===== src/rtl/uart_rx_fifo_if.sv =====
// uart_rx_fifo_if: write/read/status bundle between the UART receiver, host and byte FIFO.
interface uart_rx_fifo_if #(parameter int AW = 4);
  logic [7:0]  wr_data;
  logic        wr_vld;
  logic        rd_en;
  logic        ovf_clr;
  logic [7:0]  rd_data;
  logic        rd_vld;
  logic        empty;
  logic        full;
  logic [AW:0] count;
  logic        overflow;
  logic        irq;
  modport master (output wr_data, wr_vld, rd_en, ovf_clr,
                  input  rd_data, rd_vld, empty, full, count, overflow, irq);
  modport slave  (input  wr_data, wr_vld, rd_en, ovf_clr,
                  output rd_data, rd_vld, empty, full, count, overflow, irq);
endinterface


===== src/rtl/uart_rx_fifo.sv =====
// uart_rx_fifo: byte FIFO behind the UART receiver with level, full/empty and sticky overflow.
// Define UART_RX_FIFO_THRESH_IRQ_EN to build the registered count >= THRESH level interrupt.
module uart_rx_fifo #(
  parameter int DEPTH  = 16,
  parameter int AW     = 4,
  parameter int THRESH = 12
) (
  input logic           clk,
  input logic           rst,
  uart_rx_fifo_if.slave bus
);
  localparam logic [AW:0]   C1 = (AW+1)'(1);
  localparam logic [AW:0]   CD = (AW+1)'(DEPTH);
  localparam logic [AW-1:0] P1 = AW'(1);
  if (THRESH < 1 || THRESH > DEPTH || (1 << AW) != DEPTH || DEPTH < 4) begin : g_bad_param
    $error("uart_rx_fifo: inconsistent DEPTH/AW/THRESH");
  end
  logic [7:0]    r_mem [DEPTH];
  logic [AW-1:0] r_wr_ptr, r_rd_ptr;
  logic [AW:0]   r_count, w_cnt_nxt;
  logic [7:0]    r_rd_data;
  logic          r_rd_vld, r_empty, r_full, r_ovf;
  logic          w_rd, w_wr, w_drop;
  // a read frees its slot in the same cycle, so a full FIFO still accepts a write alongside it
  assign w_rd      = bus.rd_en && !r_empty;
  assign w_wr      = bus.wr_vld && (!r_full || w_rd);
  assign w_drop    = bus.wr_vld && !w_wr;
  assign w_cnt_nxt = (w_wr && !w_rd) ? r_count + C1 : (w_rd && !w_wr) ? r_count - C1 : r_count;
  always_ff @(posedge clk) begin
    if (w_wr) r_mem[r_wr_ptr] <= bus.wr_data;
  end
  always_ff @(posedge clk or posedge rst) begin
    if (rst) begin
      r_wr_ptr  <= '0;
      r_rd_ptr  <= '0;
      r_count   <= '0;
      r_rd_data <= '0;
      r_rd_vld  <= 1'b0;
      r_empty   <= 1'b1;
      r_full    <= 1'b0;
      r_ovf     <= 1'b0;
    end else begin
      if (w_wr) r_wr_ptr <= r_wr_ptr + P1;
      if (w_rd) begin
        r_rd_data <= r_mem[r_rd_ptr];
        r_rd_ptr  <= r_rd_ptr + P1;
      end
      r_rd_vld <= w_rd;
      r_count  <= w_cnt_nxt;
      r_empty  <= w_cnt_nxt == '0;
      r_full   <= w_cnt_nxt == CD;
      r_ovf    <= w_drop || (r_ovf && !bus.ovf_clr);
    end
  end
`ifdef UART_RX_FIFO_THRESH_IRQ_EN
  localparam logic [AW:0] TH = (AW+1)'(THRESH);
  logic r_irq;
  always_ff @(posedge clk or posedge rst) begin
    if (rst) r_irq <= 1'b0;
    else     r_irq <= w_cnt_nxt >= TH;
  end
  assign bus.irq = r_irq;
`else
  assign bus.irq = 1'b0;
`endif
  assign bus.rd_data  = r_rd_data;
  assign bus.rd_vld   = r_rd_vld;
  assign bus.empty    = r_empty;
  assign bus.full     = r_full;
  assign bus.count    = r_count;
  assign bus.overflow = r_ovf;
endmodule


===== src/flat_wrapper.sv =====
// flat-port wrapper written by rule: the top's interface ports become plain ports
module uart_rx_fifo_flat 
#(
  parameter int DEPTH  = 16,
  parameter int AW     = 4,
  parameter int THRESH = 12
)
  (clk, rst, bus_wr_data, bus_wr_vld, bus_rd_en, bus_ovf_clr, bus_rd_data, bus_rd_vld, bus_empty, bus_full, bus_count, bus_overflow, bus_irq);
  uart_rx_fifo_if #(.AW(AW)) bus_i ();
  input logic clk;
  input logic rst;
  input wire logic [$bits(bus_i.wr_data)-1:0] bus_wr_data;
  input wire logic [$bits(bus_i.wr_vld)-1:0] bus_wr_vld;
  input wire logic [$bits(bus_i.rd_en)-1:0] bus_rd_en;
  input wire logic [$bits(bus_i.ovf_clr)-1:0] bus_ovf_clr;
  output wire logic [$bits(bus_i.rd_data)-1:0] bus_rd_data;
  output wire logic [$bits(bus_i.rd_vld)-1:0] bus_rd_vld;
  output wire logic [$bits(bus_i.empty)-1:0] bus_empty;
  output wire logic [$bits(bus_i.full)-1:0] bus_full;
  output wire logic [$bits(bus_i.count)-1:0] bus_count;
  output wire logic [$bits(bus_i.overflow)-1:0] bus_overflow;
  output wire logic [$bits(bus_i.irq)-1:0] bus_irq;
  assign bus_i.wr_data = bus_wr_data;
  assign bus_i.wr_vld = bus_wr_vld;
  assign bus_i.rd_en = bus_rd_en;
  assign bus_i.ovf_clr = bus_ovf_clr;
  assign bus_rd_data = bus_i.rd_data;
  assign bus_rd_vld = bus_i.rd_vld;
  assign bus_empty = bus_i.empty;
  assign bus_full = bus_i.full;
  assign bus_count = bus_i.count;
  assign bus_overflow = bus_i.overflow;
  assign bus_irq = bus_i.irq;
  uart_rx_fifo #(.DEPTH(DEPTH), .AW(AW), .THRESH(THRESH)) u_core (.clk(clk), .rst(rst), .bus(bus_i));
endmodule

===== config.mk =====
export PLATFORM = sky130hd
export DESIGN_NAME = uart_rx_fifo_flat
export DESIGN_NICKNAME = d
export VERILOG_FILES = /design/src/rtl/uart_rx_fifo_if.sv /design/src/rtl/uart_rx_fifo.sv /design/src/flat_wrapper.sv
export SDC_FILE = /design/constraint.sdc
export NUM_CORES = 1
export LEC_CHECK = 0
export BUFFER_PORTS_ARGS = -buffer_cell sky130_fd_sc_hd__buf_2
export CORE_MARGIN = 5
export CORE_UTILIZATION = 34
export DETAILED_ROUTE_END_ITERATION = 7
export PLACE_DENSITY = 0.53
export SETUP_SLACK_MARGIN = 0.2
export SLEW_MARGIN = 20
export SYNTH_ARGS = -nofsm -noshare
export SYNTH_HDL_FRONTEND = slang
export SYNTH_SLANG_ARGS = --single-unit
export TNS_END_PERCENT = 1

===== constraint.sdc =====
create_clock -name clk -period 2.2 [get_ports clk]
set_input_delay 0.44 -clock clk [delete_from_list [all_inputs] [get_ports clk]]
set_output_delay 0.44 -clock clk [all_outputs]
set_load 0.005 [all_outputs]

==> results of run 1 <==
[what timing repair did]
item / CTS / global route
hold buffers: 0 / 0
gates cloned: 0 / 0
endpoints found under the setup margin: 3 / 15
resized for setup: 1 / 9
[metal layers]
| metal | GRT usage | share of wire | routed length [µm] |
|---|---|---|---|
| met1 | 0.177 | 0.46 | 6480 |
| met2 | 0.218 | 0.48 | 6740 |
| met5 | 0 | 0 | 0 |
| met4 | 0.0296 | 0.0071 | 99 |
| met3 | 0.0447 | 0.047 | 664 |
[flip-flops by register name, summed over array words and instances (netlist names)]
signal / count
u_core.r_mem: 128
u_core.bus.rd_data: 8
u_core.r_wr_ptr: 4
u_core.bus.count: 5
u_core.bus.rd_vld: 1
u_core.r_rd_ptr: 4
u_core.bus.full: 1
u_core.bus.empty: 1
u_core.bus.overflow: 1
[path summary, 6_finish.rpt]
kind                                                           to  cells after the start  slack [ns]                           start
worst max-delay path            u_core.bus.rd_data[2]$_DFFE_PP0P_                      6        0.19  u_core.r_rd_ptr[1]$_DFFE_PP0P_
worst min-delay path            u_core.bus.rd_data[1]$_DFFE_PP0P_                      3        0.08                             rst
worst max register to register  u_core.bus.rd_data[2]$_DFFE_PP0P_                      6        0.19  u_core.r_rd_ptr[1]$_DFFE_PP0P_
worst min register to register      u_core.bus.count[4]$_DFF_PP0_                      1        0.51   u_core.bus.count[4]$_DFF_PP0_
max in group asynchronous              u_core.bus.empty$_DFF_PP1_                      3        1.82                             rst
min in group clk                    u_core.bus.overflow$_DFF_PP0_                      2        0.20                     bus_ovf_clr
[kinds of logic after synthesis]
group / count (synthesis)
other: 1
muxes: 40
and+or+nand+nor: 94
adders and majority gates: 7
DFF: 153
AOI/OAI and AO/OA: 75
buffers and inverters: 34
xor gates and xnor gates: 10
[power by group through the flow]
stage,Sequential [mW],Combinational [mW],Clock (mW)
final,4.06,2.64,2.66
after global routing,4.12,2.90,2.84
after CTS,4.06,2.62,2.71
after detailed placement,4.11,2.62,0
after global placement,4.11,2.57,0
after floorplan,3.87,1.99,0
[cells in the mapped netlist (all sizes together)]
cell type and instances:
a211oi 29, a21boi 1, a21oi 3, a221o 2, a22o 1, a22oi 12, a311oi 2, a31oi 14
a41oi 1, and2 4, and2b 1, and3 7, and4 4, buf 18, clkbuf 8, conb 1
dfrtp 24, dfstp 1, edfxtp 128, ha 7, inv 8, mux2i 36, mux4 4, nand2 18
nand2b 3, nand3 10, nand3b 1, nand4 2, nor2 9, nor2b 27, nor3 3, nor3b 1
nor4b 1, o2111ai 1, o21a 1, o21ai 5, o22ai 1, o311ai 1, o31ai 1, or2 2
or4 1, xnor2 9, xor2 1
[tightest hold or removal path: stages]
cell and delay [ns]:
sky130_fd_sc_hd__buf_2 0.10, sky130_fd_sc_hd__inv_1 0.04, sky130_fd_sc_hd__buf_4 0.32
[area by class of cell]
type	count	area, µm²	share of cell area
Multi-Input combinational cell	227	1740	0.238
Tap cell	234	293	0.0399
Clock inverter	12	104	0.0142
Sequential cell	153	4480	0.610
Timing Repair Buffer	39	258	0.0351
Inverter	8	32.5	0.00443
Clock buffer	18	429	0.0585
==> results by group, run 1 <==
Yosys
  • Adder-cell share of the synthesized area: 0.0138
  • Main area contributors after synthesis: sky130_fd_sc_hd__edfxtp_1 (60%), sky130_fd_sc_hd__dfrtp_1 (9.4%), sky130_fd_sc_hd__mux2i_1 (5.7%)
  • Share of Yosys cell area claimed by the top area cell type: 0.604
  • Netlist cell types: 48
  • Post-Synthesis Cell Area: 6360 µm²
  • Number of cells produced by synthesis: 414
  • Largest family of logic cells by synthesized area: compound AO/OA/AOI/OAI gates
  • Net count after synthesis: 434
  • Count of yosys warnings during synthesis: 0
  • Fraction of synthesized cell area in xor and xnor cells: 0.0138
  • Number of register bits inferred by synthesis: 153
  • Complex-gate fraction of the synthesized area: 0.0860
  • Basic-gate share of the synthesized area counting and, or, nand and nor cells: 0.0844
  • Portion of the post-synthesis area used by sequential elements: 0.703
  • Average footprint of a synthesized cell: 15.4 µm²
  • Portion of netlist area occupied by mux cells: 0.0708
  • Cell type contributing the most total cell area after synthesis: sky130_fd_sc_hd__edfxtp_1

Timing
  • Setup violators final: 0
  • Final-report hold violation count: 0
  • Hold WS: 0.0795 ns
  • Headroom to the max-slew limit: 0.635
  • Final worst-path setup slack: 0.190 ns
  • Fmax: 0.498 GHz
  • Total negative slack: 0 ns
  • Final count of pins violating max slew: 0
  • Time the worst path needs with I/O delays and setup: 2.01 ns
  • Actual transition at the worst max-transition pin: 0.544 ns
  • Clock tree skew after final layout: 0.00895 ns
  • Unrepaired setup endpoints after global routing: true
  • Tcrit/Tclk final: 0.913

Power and ir drop
  • Pleak: 2.58 nW
  • Highest ir drop seen on vdd: 744 µV
  • Combinational cell fraction of total power: 0.282
  • Net switching power: 3.09 mW
  • Sw Share: 0.331
  • Total power draw: 9.36 mW
  • Power per cell area: 1280 nW/µm²
  • Sequential power share: 0.434
  • Portion of total power attributed to the clock network: 0.284
  • Internal power of the cells: 6.26 mW

Setup path
  • Crit path cell chain: buf_4, nand2b_1, a211oi_1, a211oi_1, a22oi_1, nand2_1
  • Crit-path max cell delay: 0.60 ns
  • Startpoint types: flop
  • Critical path's top delay family: compound AO/OA/AOI/OAI gates
  • CP Data Arrival Time: 2.36 ns
  • WS Path Type: reg2reg
  • Number of buffer and inverter stages on the critical path: 1
  • Critical Path Fanout Max: 16
  • Most repeated library cell on the critical path: sky130_fd_sc_hd__a211oi_1
  • Slowest library cell on the worst path: sky130_fd_sc_hd__dfrtp_4
  • Critical Path End Type: flop
  • CP required: 2.55 ns

Clock network
  • H-tree depth reported by CTS: 4
  • Sinks on Clock Net: 153
  • Maximum buffer depth of the clock tree: 2
  • TritonCTS clock tree: done
  • Number of buffers added by the clock tree synthesis step: 17
  • Clock slew at reported path FFs: 0.06 ns
  • CTS root buf: sky130_fd_sc_hd__clkbuf_16
  • Post-CTS setup-driven buffer insertion count: 0
  • Clk Latency, worst-skew pair: 0.42 ns

Route
  • DR DRC count: 0
  • Number of violations reported at the end of detailed-routing iteration 0: 267
  • Post-DR wirelength/cell: 20.2 µm
  • Total iterations of the first detailed-routing run: 4
  • Number of vias in the routed layout: 3511
  • Via count normalized by instance count: 5.08
  • Final wirelength: 14000 µm
  • Antenna viol nets, final: 0

Final layout
  • Syn-to-layout area delta: 15.3%
  • Layout Cells excl Fill: 691
  • Final Util: 0.395
  • Nets: 466
  • Final cell area excluding filler cells: 7340 µm²
  • Leading cell types in the layout, fill and taps excluded: sky130_fd_sc_hd__edfxtp_1 (128), sky130_fd_sc_hd__mux2i_1 (36), sky130_fd_sc_hd__buf_2 (29)
  • Fraction of layout instances using a drive strength above 1: 0.190
  • Fill cell instance count of the final layout: 1699
  • Leading cell type in the layout, fill and taps excluded: sky130_fd_sc_hd__edfxtp_1
  • Number of inserted diodes: 0

Floorplan
  • Number of primary I/O pins: 31
  • Placeable core region: 18600 µm²
  • Horiz. Die Dim: 147 µm
  • Chip height: 147 µm
  • Die Footprint: 21500 µm²
  • Core Rows: 50
  • Initial core utilization: 0.342

Min path
  • Min-Delay Path Class: in2async

Run
  • Reported max-cap violation count: 0

Placement
  • HPWL Detailed: 9550 µm
  • GPL Wtd Cong: 0.811
  • Placed Instances: 661
  • Post-Place Cell Area: 6760 µm²
  • Count of port buffers added during placement: 29
  • Pre-CTS worst setup slack: 0.180 ns

GRT
  • Initial antenna violation count: 0
  • Total global-route track usage: 0.135
  • Via count of the first global-routing pass: 3660
  • Global route total overflow: 0
  • Pin count of the biggest net entering global routing: 51
  • First-pass GRT wire length: 21600 µm

Status
  • Run status: complete, no violations
Note: power is estimated with default switching activity, not from simulation.
==> run 2, diff against run 1 <==
--- a/config.mk
+++ b/config.mk
@@ -5,6 +5,7 @@
 export SDC_FILE = /design/constraint.sdc
 export NUM_CORES = 1
 export LEC_CHECK = 0
+export ABC_AREA = 1
 export BUFFER_PORTS_ARGS = -buffer_cell sky130_fd_sc_hd__buf_2
 export CORE_MARGIN = 5
 export CORE_UTILIZATION = 34
==> results by group, run 2 <==
Route
  • Total iterations of the first detailed-routing run: 5 (was 4)
  • Number of violations reported at the end of detailed-routing iteration 0: 328 (was 267)
  • DR DRC count: 0 (unchanged)
  • Via count normalized by instance count: 4.85 (was 5.08)
  • Antenna viol nets, final: 0 (unchanged)
  • Post-DR wirelength/cell: 17.3 µm (was 20.2 µm)
  • Final wirelength: 14900 µm (was 14000 µm)
  • Number of vias in the routed layout: 4175 (was 3511)

Power and ir drop
  • Highest ir drop seen on vdd: 651 µV (was 744 µV)
  • Power per cell area: 1310 nW/µm² (was 1280 nW/µm²)
  • Total power draw: 9.84 mW (was 9.36 mW)
  • Pleak: 2.96 nW (was 2.58 nW)

Min path
  • Min-Delay Path Class: in2async (unchanged)

GRT
  • Pin count of the biggest net entering global routing: 67 (was 51)
  • Global route total overflow: 0 (unchanged)
  • Initial antenna violation count: 0 (unchanged)
  • First-pass GRT wire length: 23300 µm (was 21600 µm)
  • Via count of the first global-routing pass: 4186 (was 3660)
  • Total global-route track usage: 0.143 (was 0.135)

Floorplan
  • Initial core utilization: 0.345 (was 0.342)
  • Number of primary I/O pins: 31 (unchanged)
  • Chip height: 148 µm (was 147 µm)
  • Core Rows: 50 (unchanged)
  • Horiz. Die Dim: 148 µm (was 147 µm)
  • Die Footprint: 21900 µm² (was 21500 µm²)
  • Placeable core region: 18700 µm² (was 18600 µm²)

Yosys
  • Main area contributors after synthesis: sky130_fd_sc_hd__edfxtp_1 (60%), sky130_fd_sc_hd__nand2_1 (11%), sky130_fd_sc_hd__dfrtp_1 (9.3%) (was sky130_fd_sc_hd__edfxtp_1 (60%), sky130_fd_sc_hd__dfrtp_1 (9.4%), sky130_fd_sc_hd__mux2i_1 (5.7%))
  • Cell type contributing the most total cell area after synthesis: sky130_fd_sc_hd__edfxtp_1 (unchanged)
  • Commonest cells in the synthesized netlist: sky130_fd_sc_hd__nand2_1 (192), sky130_fd_sc_hd__edfxtp_1 (128), sky130_fd_sc_hd__nand3_1 (61), sky130_fd_sc_hd__nor2_1 (38), sky130_fd_sc_hd__dfrtp_1 (24) (was sky130_fd_sc_hd__edfxtp_1 (128), sky130_fd_sc_hd__mux2i_1 (36), sky130_fd_sc_hd__a211oi_1 (29), sky130_fd_sc_hd__nor2b_1 (27), sky130_fd_sc_hd__dfrtp_1 (24))
  • Count of yosys warnings during synthesis: 0 (unchanged)
  • Post-Synthesis Cell Area: 6460 µm² (was 6360 µm²)
  • Average footprint of a synthesized cell: 11.3 µm² (was 15.4 µm²)
  • Most common cell in the netlist: sky130_fd_sc_hd__nand2_1 (was sky130_fd_sc_hd__edfxtp_1)
  • Net count after synthesis: 590 (was 434)
  • Post-synth EDFFs: 128 (unchanged)
  • Share of Yosys cell area claimed by the top area cell type: 0.595 (was 0.604)
  • Portion of the post-synthesis area used by sequential elements: 0.692 (was 0.703)
  • Post-synth ARST share: 0.163 (unchanged)
  • Number of cells produced by synthesis: 570 (was 414)
  • Netlist cell types: 34 (was 48)
  • Ys flop type: sky130_fd_sc_hd__edfxtp_1 (unchanged)
  • Number of register bits inferred by synthesis: 153 (unchanged)

Setup path
  • Reg-to-reg slack, setup: 0.47 ns (was 0.19 ns)
  • Critical Path Fanout Max: 13 (was 16)
  • Crit path cell chain: inv_2, nand2_4, a21oi_4, nand2_1, nor2_1, buf_4 (was buf_4, nand2b_1, a211oi_1, a211oi_1, a22oi_1, nand2_1)
  • End of the worst register-to-register path: u_core.r_mem[15][5]$_DFFE_PP_ (was u_core.bus.rd_data[2]$_DFFE_PP0P_)
  • Number of buffer and inverter stages on the critical path: 2 (was 1)
  • Slowest library cell on the worst path: sky130_fd_sc_hd__dfstp_2 (was sky130_fd_sc_hd__dfrtp_4)
  • Crit-path max cell delay: 0.38 ns (was 0.60 ns)
  • Reg-to-reg critical path startpoint: u_core.bus.empty$_DFF_PP1_ (was u_core.r_rd_ptr[1]$_DFFE_PP0P_)
  • Levels on crit path: 6 (unchanged)
  • CP Data Arrival Time: 1.86 ns (was 2.36 ns)
  • Critical Path End Type: flop (unchanged)
  • WS Path Type: reg2reg (unchanged)
  • Worst Reg2Reg Path Length in Cells: 6 (unchanged)
  • Startpoint types: flop (unchanged)
  • CP required: 2.33 ns (was 2.55 ns)
  • Critical path's top delay family: simple AND/OR/NAND/NOR gates (was compound AO/OA/AOI/OAI gates)

Final layout
  • Nets: 634 (was 466)
  • Fill cell instance count of the final layout: 1745 (was 1699)
  • Area of the multi-input gates: 1710 µm² (was 1740 µm²)
  • Leading cell type in the layout, fill and taps excluded: sky130_fd_sc_hd__nand2_1 (was sky130_fd_sc_hd__edfxtp_1)
  • Syn-to-layout area delta: 16.2% (was 15.3%)
  • Final cell area excluding filler cells: 7500 µm² (was 7340 µm²)
  • Storage element area: 4470 µm² (was 4480 µm²)
  • Most flops, register: u_core.r_mem (unchanged)
  • Number of flip-flops under the largest register name: 128 (unchanged)
  • Number of inserted diodes: 0 (unchanged)
  • Leading cell types in the layout, fill and taps excluded: sky130_fd_sc_hd__nand2_1 (192), sky130_fd_sc_hd__edfxtp_1 (128), sky130_fd_sc_hd__nand3_1 (61) (was sky130_fd_sc_hd__edfxtp_1 (128), sky130_fd_sc_hd__mux2i_1 (36), sky130_fd_sc_hd__buf_2 (29))
  • Fraction of layout instances using a drive strength above 1: 0.153 (was 0.190)

Placement
  • HPWL Detailed: 10100 µm (was 9550 µm)
  • Count of port buffers added during placement: 29 (unchanged)
  • GPL Wtd Cong: 0.845 (was 0.811)
  • Post-Place Cell Area: 6900 µm² (was 6760 µm²)

Timing
  • Setup violators final: 0 (unchanged)
  • Headroom to the max-slew limit: 0.489 (was 0.635)
  • Total negative slack: 0 ns (unchanged)
  • Actual transition at the worst max-transition pin: 0.766 ns (was 0.544 ns)
  • Clock tree skew after final layout: 0.0125 ns (was 0.00895 ns)
  • Fmax: 0.578 GHz (was 0.498 GHz)
  • Final-report hold violation count: 0 (unchanged)
  • Final count of pins violating max slew: 0 (unchanged)
  • Unrepaired setup endpoints after global routing: false (was true)
  • Tcrit/Tclk final: 0.787 (was 0.913)
  • Time the worst path needs with I/O delays and setup: 1.73 ns (was 2.01 ns)

Clock network
  • CTS root buf: sky130_fd_sc_hd__clkbuf_16 (unchanged)
  • Clock slew at reported path FFs: 0.06 ns (about the same)
  • Number of buffers added by the clock tree synthesis step: 17 (unchanged)
  • Post-CTS Hold Buffers: 0 (unchanged)
  • Clk Latency, worst-skew pair: 0.43 ns (was 0.42 ns)
  • TritonCTS clock tree: done (unchanged)
  • Post-CTS setup-driven buffer insertion count: 0 (unchanged)
  • CTS resizes: 0 (was 1)
  • Maximum buffer depth of the clock tree: 2 (unchanged)
  • Sinks on Clock Net: 153 (unchanged)
  • H-tree depth reported by CTS: 4 (unchanged)

Run
  • Reported max-cap violation count: 0 (unchanged)

Status
  • Run status: complete, no violations (unchanged)
run 2: where the power goes:
| group | switching [mW] | internal [mW] | total [mW] |
|---|---|---|---|
| Sequential | 0.307 | 3.58 | 3.89 |
| Combinational | 2.06 | 0.978 | 3.04 |
| Clock | 1.13 | 1.78 | 2.91 |
| Total | 3.49 | 6.34 | 9.84 |
run 2: layout make-up:
type,instances,share of cell area
clock buffer,17,0.0567
clock inverter,14,0.0233
inverter,26,0.0130
multi-input combinational,365,0.227
sequential,153,0.596
tap,234,0.0390
timing repair buffer,51,0.0447
run 2: kinds of logic (layout without fill, tap and decap cells):
logic type / after synthesis / count (layout) / synth area share
adder cells (fa/ha/maj): 7 / 7 / 0.0136
XOR/XNOR: 9 / 9 / 0.0122
AO/OA/AOI/OAI: 48 / 48 / 0.0455
flip-flops: 153 / 153 / 0.692
other: 1 / 1 / 0.000581
AND/OR/NAND/NOR: 300 / 300 / 0.192
buffers and inverters: 52 / 108 / 0.0440
run 2: worst max-delay path by stage:
| stage | start | endpoint | slack, ns |
|---|---|---|---|
| after floorplan | bus_rd_en | u_core.r_mem[11][0]$_DFFE_PP_ | 0.59 |
| after global placement | bus_rd_en | u_core.r_mem[11][3]$_DFFE_PP_ | 0.35 |
| after detailed placement | bus_rd_en | u_core.r_mem[15][2]$_DFFE_PP_ | 0.30 |
| after CTS | u_core.bus.empty$_DFF_PP1_ | u_core.r_mem[13][1]$_DFFE_PP_ | 0.43 |
| after global routing | u_core.bus.empty$_DFF_PP1_ | u_core.r_mem[15][2]$_DFFE_PP_ | 0.35 |
| final | u_core.bus.empty$_DFF_PP1_ | u_core.r_mem[15][5]$_DFFE_PP_ | 0.47 |
run 2: layer usage:
metal	vias to the layer above	GRT usage	wire (µm)
met1	2023	0.191	6770
met3	19	0.0337	760
met4	0	0.0647	327
met2	102	0.223	7060
met5	-	0	0
li1	2031	-	-
run 2: metrics by stage:
step                      hold slack (ns)  std cells   util  worst slack [ns]
after CTS                           0.166        860  0.401             0.431
final                               0.148        860  0.401             0.468
after global routing                0.198        860  0.401             0.347
after floorplan                     0.467        570      -             0.592
after global placement              0.480        829  0.369             0.350
after detailed placement            0.470        829  0.369             0.300
